$ cat config.mk
export PLATFORM = sky130hd
export DESIGN_NAME = line_writeback_writer
export DESIGN_NICKNAME = d
export VERILOG_FILES = /design/src/rtl/mem_bus_pkg.sv /design/src/rtl/line_fifo.sv /design/src/rtl/line_writeback_writer.sv
export SDC_FILE = /design/constraint.sdc
export NUM_CORES = 1
export LEC_CHECK = 0
export ABC_CLOCK_PERIOD_IN_PS = 36100
export BUFFER_PORTS_ARGS = -buffer_cell sky130_fd_sc_hd__buf_2
export CORE_AREA = 3 3 297 270
export DETAILED_ROUTE_END_ITERATION = 10
export DIE_AREA = 0 0 300 273
export GPL_TIMING_DRIVEN = 0
export PLACE_DENSITY = 0.8
export SYNTH_ARGS = -nofsm -noshare
export SYNTH_HDL_FRONTEND = slang
export SYNTH_SLANG_ARGS = --single-unit
$ cat constraint.sdc
create_clock -name clk -period 36.1 [get_ports clk]
set_input_delay 1.805 -clock clk [delete_from_list [all_inputs] [get_ports clk]]
set_output_delay 1.805 -clock clk [all_outputs]
set_load 0.05 [all_outputs]
$ cat src/rtl/mem_bus_pkg.sv
// Shared memory-bus definitions: request tag fields, line geometry and the
// state encoding of the line writeback writer.
package mem_bus_pkg;

  localparam int         TAG_WRITE_BIT  = 12;
  localparam logic [3:0] TAG_TYPE_MEM   = 4'h1;
  localparam int         LINE_BYTES     = 64;
  localparam int         WORDS_PER_LINE = 8;
  localparam int         LINE_ADDR_W    = 58;
  localparam int         LINE_DATA_W    = LINE_BYTES * 8;
  localparam int         LINE_ENTRY_W   = LINE_ADDR_W + LINE_DATA_W;

  typedef enum logic [1:0] {
    WB_IDLE,
    WB_ADDR,
    WB_DATA
  } wb_state_e;

  function automatic logic [12:0] write_tag(input logic [7:0] tagid);
    logic [12:0] tag;
    tag = {1'b0, TAG_TYPE_MEM, tagid};
    tag[TAG_WRITE_BIT] = 1'b1;
    return tag;
  endfunction

endpackage

$ cat src/rtl/line_fifo.sv
// Synchronous FIFO of whole cache lines; the head entry is readable
// combinationally so the bus beat mux sees it the cycle it is written.
module line_fifo #(
  parameter int DEPTH = 2,
  parameter int WIDTH = 570,
  localparam int CNT_W = $clog2(DEPTH + 1)
) (
  input  logic             clk,
  input  logic             reset,
  input  logic             push,
  input  logic [WIDTH-1:0] push_data,
  input  logic             pop,
  output logic [WIDTH-1:0] head_data,
  output logic [CNT_W-1:0] count
);

  localparam int PTR_W = (DEPTH > 1) ? $clog2(DEPTH) : 1;
  localparam logic [PTR_W-1:0] LAST_PTR = PTR_W'(DEPTH - 1);

  logic [WIDTH-1:0] mem [DEPTH];
  logic [PTR_W-1:0] head_reg, tail_reg;
  logic [CNT_W-1:0] count_reg;

  always_ff @(posedge clk) begin
    if (push) begin
      mem[tail_reg] <= push_data;
    end
  end

  always_ff @(posedge clk) begin
    if (reset) begin
      head_reg  <= '0;
      tail_reg  <= '0;
      count_reg <= '0;
    end else begin
      if (push) begin
        tail_reg <= (tail_reg == LAST_PTR) ? '0 : tail_reg + PTR_W'(1);
      end
      if (pop) begin
        head_reg <= (head_reg == LAST_PTR) ? '0 : head_reg + PTR_W'(1);
      end
      case ({push, pop})
        2'b10:   count_reg <= count_reg + CNT_W'(1);
        2'b01:   count_reg <= count_reg - CNT_W'(1);
        default: count_reg <= count_reg;
      endcase
    end
  end

  assign head_data = mem[head_reg];
  assign count     = count_reg;

endmodule

$ cat src/rtl/line_writeback_writer.sv
// Buffers evicted cache lines and serialises each onto the memory bus as one
// address beat followed by eight 64-bit data beats.
module line_writeback_writer
  import mem_bus_pkg::*;
#(
  parameter int         DEPTH = 2,
  parameter logic [7:0] TAGID = 8'h00
) (
  input  logic          clk,
  input  logic          reset,
  input  logic          wr_reqcyc,
  output logic          wr_ready,
  input  logic [63:0]   wr_addr,
  input  logic [0:511]  wr_data,
  output logic          wr_respcyc,
  output logic          wr_busy,
  output logic          bus_reqcyc,
  output logic [63:0]   bus_req,
  output logic [12:0]   bus_reqtag,
  input  logic          bus_reqack,
  input  logic          bus_respcyc,
  output logic          bus_respack
);

  localparam int CNT_W = $clog2(DEPTH + 1);

  wb_state_e             state_reg, state_next;
  logic [2:0]            beat_reg, beat_next;
  logic                  resp_reg, resp_next;
  logic                  push, pop;
  logic [CNT_W-1:0]      count;
  logic [LINE_ENTRY_W-1:0] head_entry;
  logic [LINE_ADDR_W-1:0]  head_addr;
  logic [0:511]            head_line;
  logic                    unused_inputs;

  assign unused_inputs = ^{bus_respcyc, wr_addr[5:0]};

  assign wr_ready = (count != CNT_W'(DEPTH));
  assign push     = wr_reqcyc && wr_ready;

  line_fifo #(
    .DEPTH (DEPTH),
    .WIDTH (LINE_ENTRY_W)
  ) u_fifo (
    .clk       (clk),
    .reset     (reset),
    .push      (push),
    .push_data ({wr_addr[63:6], wr_data}),
    .pop       (pop),
    .head_data (head_entry),
    .count     (count)
  );

  assign head_addr = head_entry[LINE_ENTRY_W-1 -: LINE_ADDR_W];
  assign head_line = head_entry[LINE_DATA_W-1:0];

  always_ff @(posedge clk) begin
    if (reset) begin
      state_reg <= WB_IDLE;
      beat_reg  <= '0;
      resp_reg  <= 1'b0;
    end else begin
      state_reg <= state_next;
      beat_reg  <= beat_next;
      resp_reg  <= resp_next;
    end
  end

  always_comb begin
    state_next = state_reg;
    beat_next  = beat_reg;
    resp_next  = 1'b0;
    pop        = 1'b0;
    bus_reqcyc = 1'b0;
    bus_req    = '0;
    case (state_reg)
      WB_IDLE: begin
        // Leaving on the push itself puts the address beat one cycle after it.
        if (count != '0 || push) begin
          state_next = WB_ADDR;
        end
      end
      WB_ADDR: begin
        bus_reqcyc = 1'b1;
        bus_req    = {head_addr, 6'b0};
        if (bus_reqack) begin
          state_next = WB_DATA;
          beat_next  = '0;
        end
      end
      WB_DATA: begin
        bus_reqcyc = 1'b1;
        bus_req    = head_line[{beat_reg, 6'b0} +: 64];
        if (bus_reqack) begin
          if (beat_reg == 3'd7) begin
            pop        = 1'b1;
            resp_next  = 1'b1;
            beat_next  = '0;
            state_next = (count > CNT_W'(1) || push) ? WB_ADDR : WB_IDLE;
          end else begin
            beat_next = beat_reg + 3'd1;
          end
        end
      end
      default: state_next = WB_IDLE;
    endcase
  end

  assign bus_reqtag  = bus_reqcyc ? write_tag(TAGID) : '0;
  assign bus_respack = 1'b0;
  assign wr_respcyc  = resp_reg;
  assign wr_busy     = (count != '0) || (state_reg != WB_IDLE);

endmodule

; Yosys cells after proc, flatten, opt, wreduce, memory -nomap -nowiden
; Memory sizes are Yosys's and may differ from the RTL's. A register that Yosys moved wholly into a read port is not among the register bits.
; Index checks and enable logic that the tools add are counted.
[totals]
mem_count = 1
regBits = 10
word_cells = 60
ram_bits = 1140
[mem_list]
columns = name, depth, width, read_ports, rd_ports_with_merged_regs, write_ports, line_no
row1 = u_fifo.mem, 2, 570, 1, 1, 1, line_fifo.sv:20  ; logic [WIDTH-1:0] mem [DEPTH];
[op_classes]
addsub = 5
muxes = 23
order_cmp = 1
bitwise = 1
n_reduce_logical = 12
shift = 1
n_eq_ne = 10
[op_table]
columns = op, n
row1 = $shiftx A512 B10 Y513, 1
row2 = $pmux W64 S2, 1
row3 = $mux W13, 1
row4 = $mux W1, 11
row5 = $ne A2 B2 Y1 const B, 5
row6 = $not A9 Y10, 1
row7 = $mux W3, 3
row8 = $mux W2, 4
row9 = $reduce_bool A2 Y1, 4
row10 = $pmux W2 S3, 1
row11 = $pmux W3 S2, 1
row12 = $eq A2 B1 Y1 const B, 2
row13 = $eq A2 B2 Y1 const B, 2
row14 = $pmux W2 S2, 1
row15 = $reduce_and A4 Y1, 1
row16 = $add A3 B1 Y3 const B, 1
row17 = $eq A3 B3 Y1 const B, 1
row18 = $logic_or A1 B1 Y1, 3
row19 = $reduce_and A3 Y1, 1
row20 = $add A1 B1 Y1 const B, 2
row21 = $add A2 B1 Y2 const B, 1
row22 = $gt A2 B1 Y1 const B, 1
row23 = $logic_not A2 Y1, 1
row24 = $reduce_or A2 Y1, 1
row25 = other kinds (2), 2

; Depth between registers and ports, before layout
[depth]
ltp_word = 7
depth_mapped = 9
depth_no_buf = 7

; Hierarchy
; From an unflattened synthesis, not the netlist that was laid out.
[unflattened]
cells_unflattened = 2396
area_unflattened_um2 = 46896.2
[modules_own_cells]
columns = module, area_each_um2, instances, cells_each
row1 = line_fifo, 41365.9, 1, 1793
row2 = line_writeback_writer, 5530.3, 1, 603

; Worst setup path before layout
; Ideal clock, no wire load.
[synth_path]
kind = input to register
from = input port wr_reqcyc
to = memory u_fifo.mem[0][0] (enable)
setup_slack_ps = 9001
required_time_ps = 34581
path_stages = 3
n_path_buf = 1
arrival_time_ps = 25581
path_cell_list = nand2b_1 clkbuf_1 nor2_1
[synth_via]
elab_chain_cells = 3
[synth_rtl]
columns = item, line_no
row1 = start: declaration, line_writeback_writer.sv:11  ; input logic wr_reqcyc,
row2 = $logic_and A1 B1 Y1, line_writeback_writer.sv:40  ; assign push = wr_reqcyc && wr_ready;
row3 = $mux W1, line_fifo.sv:25  ; if (push) begin
row4 = $mux W1 (not written as such), line_fifo.sv:26  ; mem[tail_reg] <= push_data;
row5 = end: declaration, line_fifo.sv:20
; Every way passes these cells.

; Final worst setup path
[layout_path]
from = register state_reg[0]
to = output port bus_req[57]
[layout_via]
elab_chain_cells = 2
word_cells_on_any_way = 3
classes_between = eq/ne (2) / mux (1)
[layout_rtl]
columns = item, line_no
row1 = start: declaration, line_writeback_writer.sv:27  ; wb_state_e state_reg, state_next;
row2 = start signal: assignment, line_writeback_writer.sv:64  ; state_reg <= state_next;
row3 = $eq A2 B2 Y1 / $eq A2 B1 Y1 (equally long branches), line_writeback_writer.sv:77  ; case (state_reg)
row4 = $pmux W64 S2 *, line_writeback_writer.sv:77
row5 = end: declaration, line_writeback_writer.sv:18  ; output logic [63:0] bus_req,
; Every way passes the cells marked *; elsewhere a longest branch is shown, timed or not.

==> key figures <==
Timing
  • RSZ-0062 raised after global routing: no
  • Final worst slack: 30.11 ns
  • Setup Skew: 0.0152 ns
  • Fin crit share: 16.6%
  • Fmax: 167 MHz
  • Setup Viol. Count Final: 0
  • Final Hold Fails: 0
  • Minimum clock period: 5.99 ns
  • Final hold slack: 0.533 ns
  • Slew Limit Fails: 0
  • Setup TNS: 0 ns
  • Worst Tran Pin Value: 1.24 ns
  • Max-slew headroom: 17.6%

Synth
  • Post-Syn Area: 44,000 um2
  • Avg Inst Size Synth: 23.2 um2
  • Top_reg_cell synth: edfxtp_1
  • Yosys top cell area share: 77.8%
  • Number of synthesized flops with an enable pin: between 1,000 and 1,500
  • Synth area leaders: edfxtp_1 78%, mux4_2 13%, mux2i_1 4.2%, o22a_1 1.2%, buf_4 0.63%
  • Post-synth cell types: 36
  • Largest area contributor in the netlist: edfxtp_1
  • Mapped Cells: 1,901
  • Warnings from Yosys: 0
  • Post-synthesis async set-or-reset flop share: 0%
  • Sequential element share of the synthesized area: between 70% and 80%
  • Post-synthesis sequential element count: 1,151

Clocking
  • CTS Buf Count: 112
  • Clock sinks: 1,151
  • Hold Buf Count CTS: 0
  • Clock network latency to the later pin of the worst-skew pair: 0.67 ns
  • Maximum clock path buffer count: 3
  • Clk root buf: clkbuf_16
  • H-tree Lvls: 3
  • Clock-pin transition on the worst setup and hold timing paths: 0.06 ns
  • Post_cts resized: 0
  • CTS tree: done
  • Post CTS Setup Buffer Count: 0

Setup path
  • Startpoint Class: register
  • Critical Path RT: 34.29 ns
  • Arr. time, crit path: 4.18 ns
  • Critical Path End Type: primary output
  • Critical-path maximum fanout: 10
  • R2R setup slack: approximately 33 ns
  • WS Path Type: reg2out
  • Reg2reg end: u_fifo.mem[1][226]$_DFFE_PP_
  • FF-to-FF Start: u_fifo.count[0]$_SDFFE_PP0P_
  • R2R cell count: 11

GRT
  • Initial antenna violation count: 71
  • GRT Util Overall: 27.6%
  • First-pass GRT wire length: 162,000 um
  • Grt total ovfl: 0
  • Largest net degree at the start of global routing: 36
  • Vias in the first global route: 24,700

Power
  • Clock Power Share: 36.2%
  • Reg power frac: 52.0%
  • Switching share of power: around a quarter
  • Leak pwr: approximately 18 nW
  • Power Density: 58.8 nW/um2
  • Design Power: approximately 0.0031 W
  • Worst vdd ir: 0.0000473 V
  • Pint: 0.00237 W
  • Combinational power share: 11.8%
  • Psw: 0.000756 W

Placed design
  • Pre-CTS setup slack: slightly above 30 ns
  • RD Place Congestion: slightly below 0.9
  • PortBufs: 643
  • Hpwl dp: 79,600 um

Die
  • Num ports: 663
  • Die span in x: 300 um
  • Core area: 77,400 um2
  • Initial Util: between 50% and 60%
  • Die ar.: 81,900 um2
  • Row cnt: 97
  • Die Ht: roughly 270 um

Route
  • Remaining DRCs: 0
  • Avg WL per Cell: 28.9 um
  • Detail Route Antenna Nets: 0
  • Final wirelength: ~110,000 um
  • Pre-antenna DRT Iters: 5
  • DR iter-0 viols: roughly 2,300
  • Average vias per placed instance: between 5 and 6
  • Vias: about 23,000

Flow run
  • Max-cap viol count: 0

Worst hold path
  • Tightest Hold Check Type: reg2reg
  • Hold Path Stages: 2
  • Min-Delay Startpoint: u_fifo.head_reg$_SDFFE_PP0P_

Final layout
  • Nets: about 3,300
  • Area delta synth->final: 20.8%
  • Proportion of layout cells with a drive suffix above 1: about two fifths
  • Max reg flops: 1,140

Run status
  • Status: complete, no violations
power groups by stage:
stage,Clock (W),Combinational (W),Sequential (W)
detailed placement,0,0.000368,0.00165
finish,0.00113,0.000370,0.00163
floorplan,0,0.000217,0.00176
global placement,0,0.000329,0.00181
CTS,0.00115,0.000371,0.00163
global route,0.00120,0.000390,0.00163
metrics by stage:
stage,utilization (%),cell area (um2),std cells
global route,68.6,53100,3886
global placement,62.7,48600,3594
CTS,68.5,53000,3847
finish,68.7,53200,3914
detailed placement,63.9,49400,3634
floorplan,-,44100,1912
how the worst max path moves through the flow:
stage	from	to	slack [ns]
final	state_reg[0]$_SDFFE_PP0P_	bus_req[57]	30.11
after global routing	state_reg[0]$_SDFFE_PP0P_	bus_req[57]	29.95
after CTS	state_reg[0]$_SDFFE_PP0P_	bus_req[57]	29.91
after detailed placement	state_reg[0]$_SDFFE_PP0P_	bus_req[57]	30.66
after global placement	wr_reqcyc	u_fifo.mem[0][305]$_DFFE_PP_	-1.97
after floorplan	wr_reqcyc	u_fifo.mem[0][0]$_DFFE_PP_	9.00
worst max-delay path, cell delays in order, from the launching register on:
cell	delay (ns)
dfxtp_1	0.40
inv_1	0.09
ha_1	0.43
nand2_1	0.13
or2_2	0.11
clkbuf_1	0.73
clkbuf_1	0.91
o21ai_0	0.39
buf_2	0.31
layout make-up:
cell class | instances | area, um2
Antenna cell | 67 | 168
Inverter | 7 | 26.3
Sequential cell | 1151 | 34500
Timing Repair Buffer | 683 | 4060
Multi-Input combinational cell | 640 | 8940
Buffer | 114 | 663
Fill cell | 4787 | 24200
Tap cell | 1039 | 1300
Clock inverter | 77 | 651
Clock buffer | 136 | 2940
synth_stat cells, types with 4 or more instances:
cell and number:
edfxtp_1 1140, ha_1 11, dfxtp_1 11, o21ai_0 34, inv_1 7, mux2i_1 186
nand2_1 6, buf_1 7, buf_2 29, clkbuf_1 33, nor2_1 12, o22a_1 58
buf_6 8, o22ai_1 4, buf_4 37, a21oi_1 4, mux4_2 254, o21ai_1 28
and3_1 4
routing by layer:
layer,track usage (%),wire (um)
met4,11.5,4180
met2,46.6,59000
met3,7.28,10600
met5,0,259
met1,34.1,39000
cells by family (layout without fill, tap and decap cells):
family,Yosys count,count (layout),share of synthesized area (%)
AO/OA/AOI/OAI,140,140,2.19
XOR/XNOR,4,4,0.0796
other,1,79,0.00852
flip-flops,1151,1151,78.3
multiplexers,440,440,17.2
AND/OR/NAND/NOR,33,33,0.358
buffers and inverters,121,1017,1.57
adder cells (fa/ha/maj),11,11,0.313
placed cells by master, fill, tap and decap left out, drive strengths merged, types with 4 or more instances in the layout:
cell type and n:
clkinv 56, mux2i 186, mux4 254, buf 764
ha 11, clkbuf 169, nand2 6, o21ai 62
nor2 12, conb 12, a21oi 4, bufinv 9
o22ai 4, edfxtp 1140, dfxtp 11, diode 67
and3 4, clkinvlp 5, inv 14, o22a 58
Note: power is estimated with default switching activity, not from simulation.
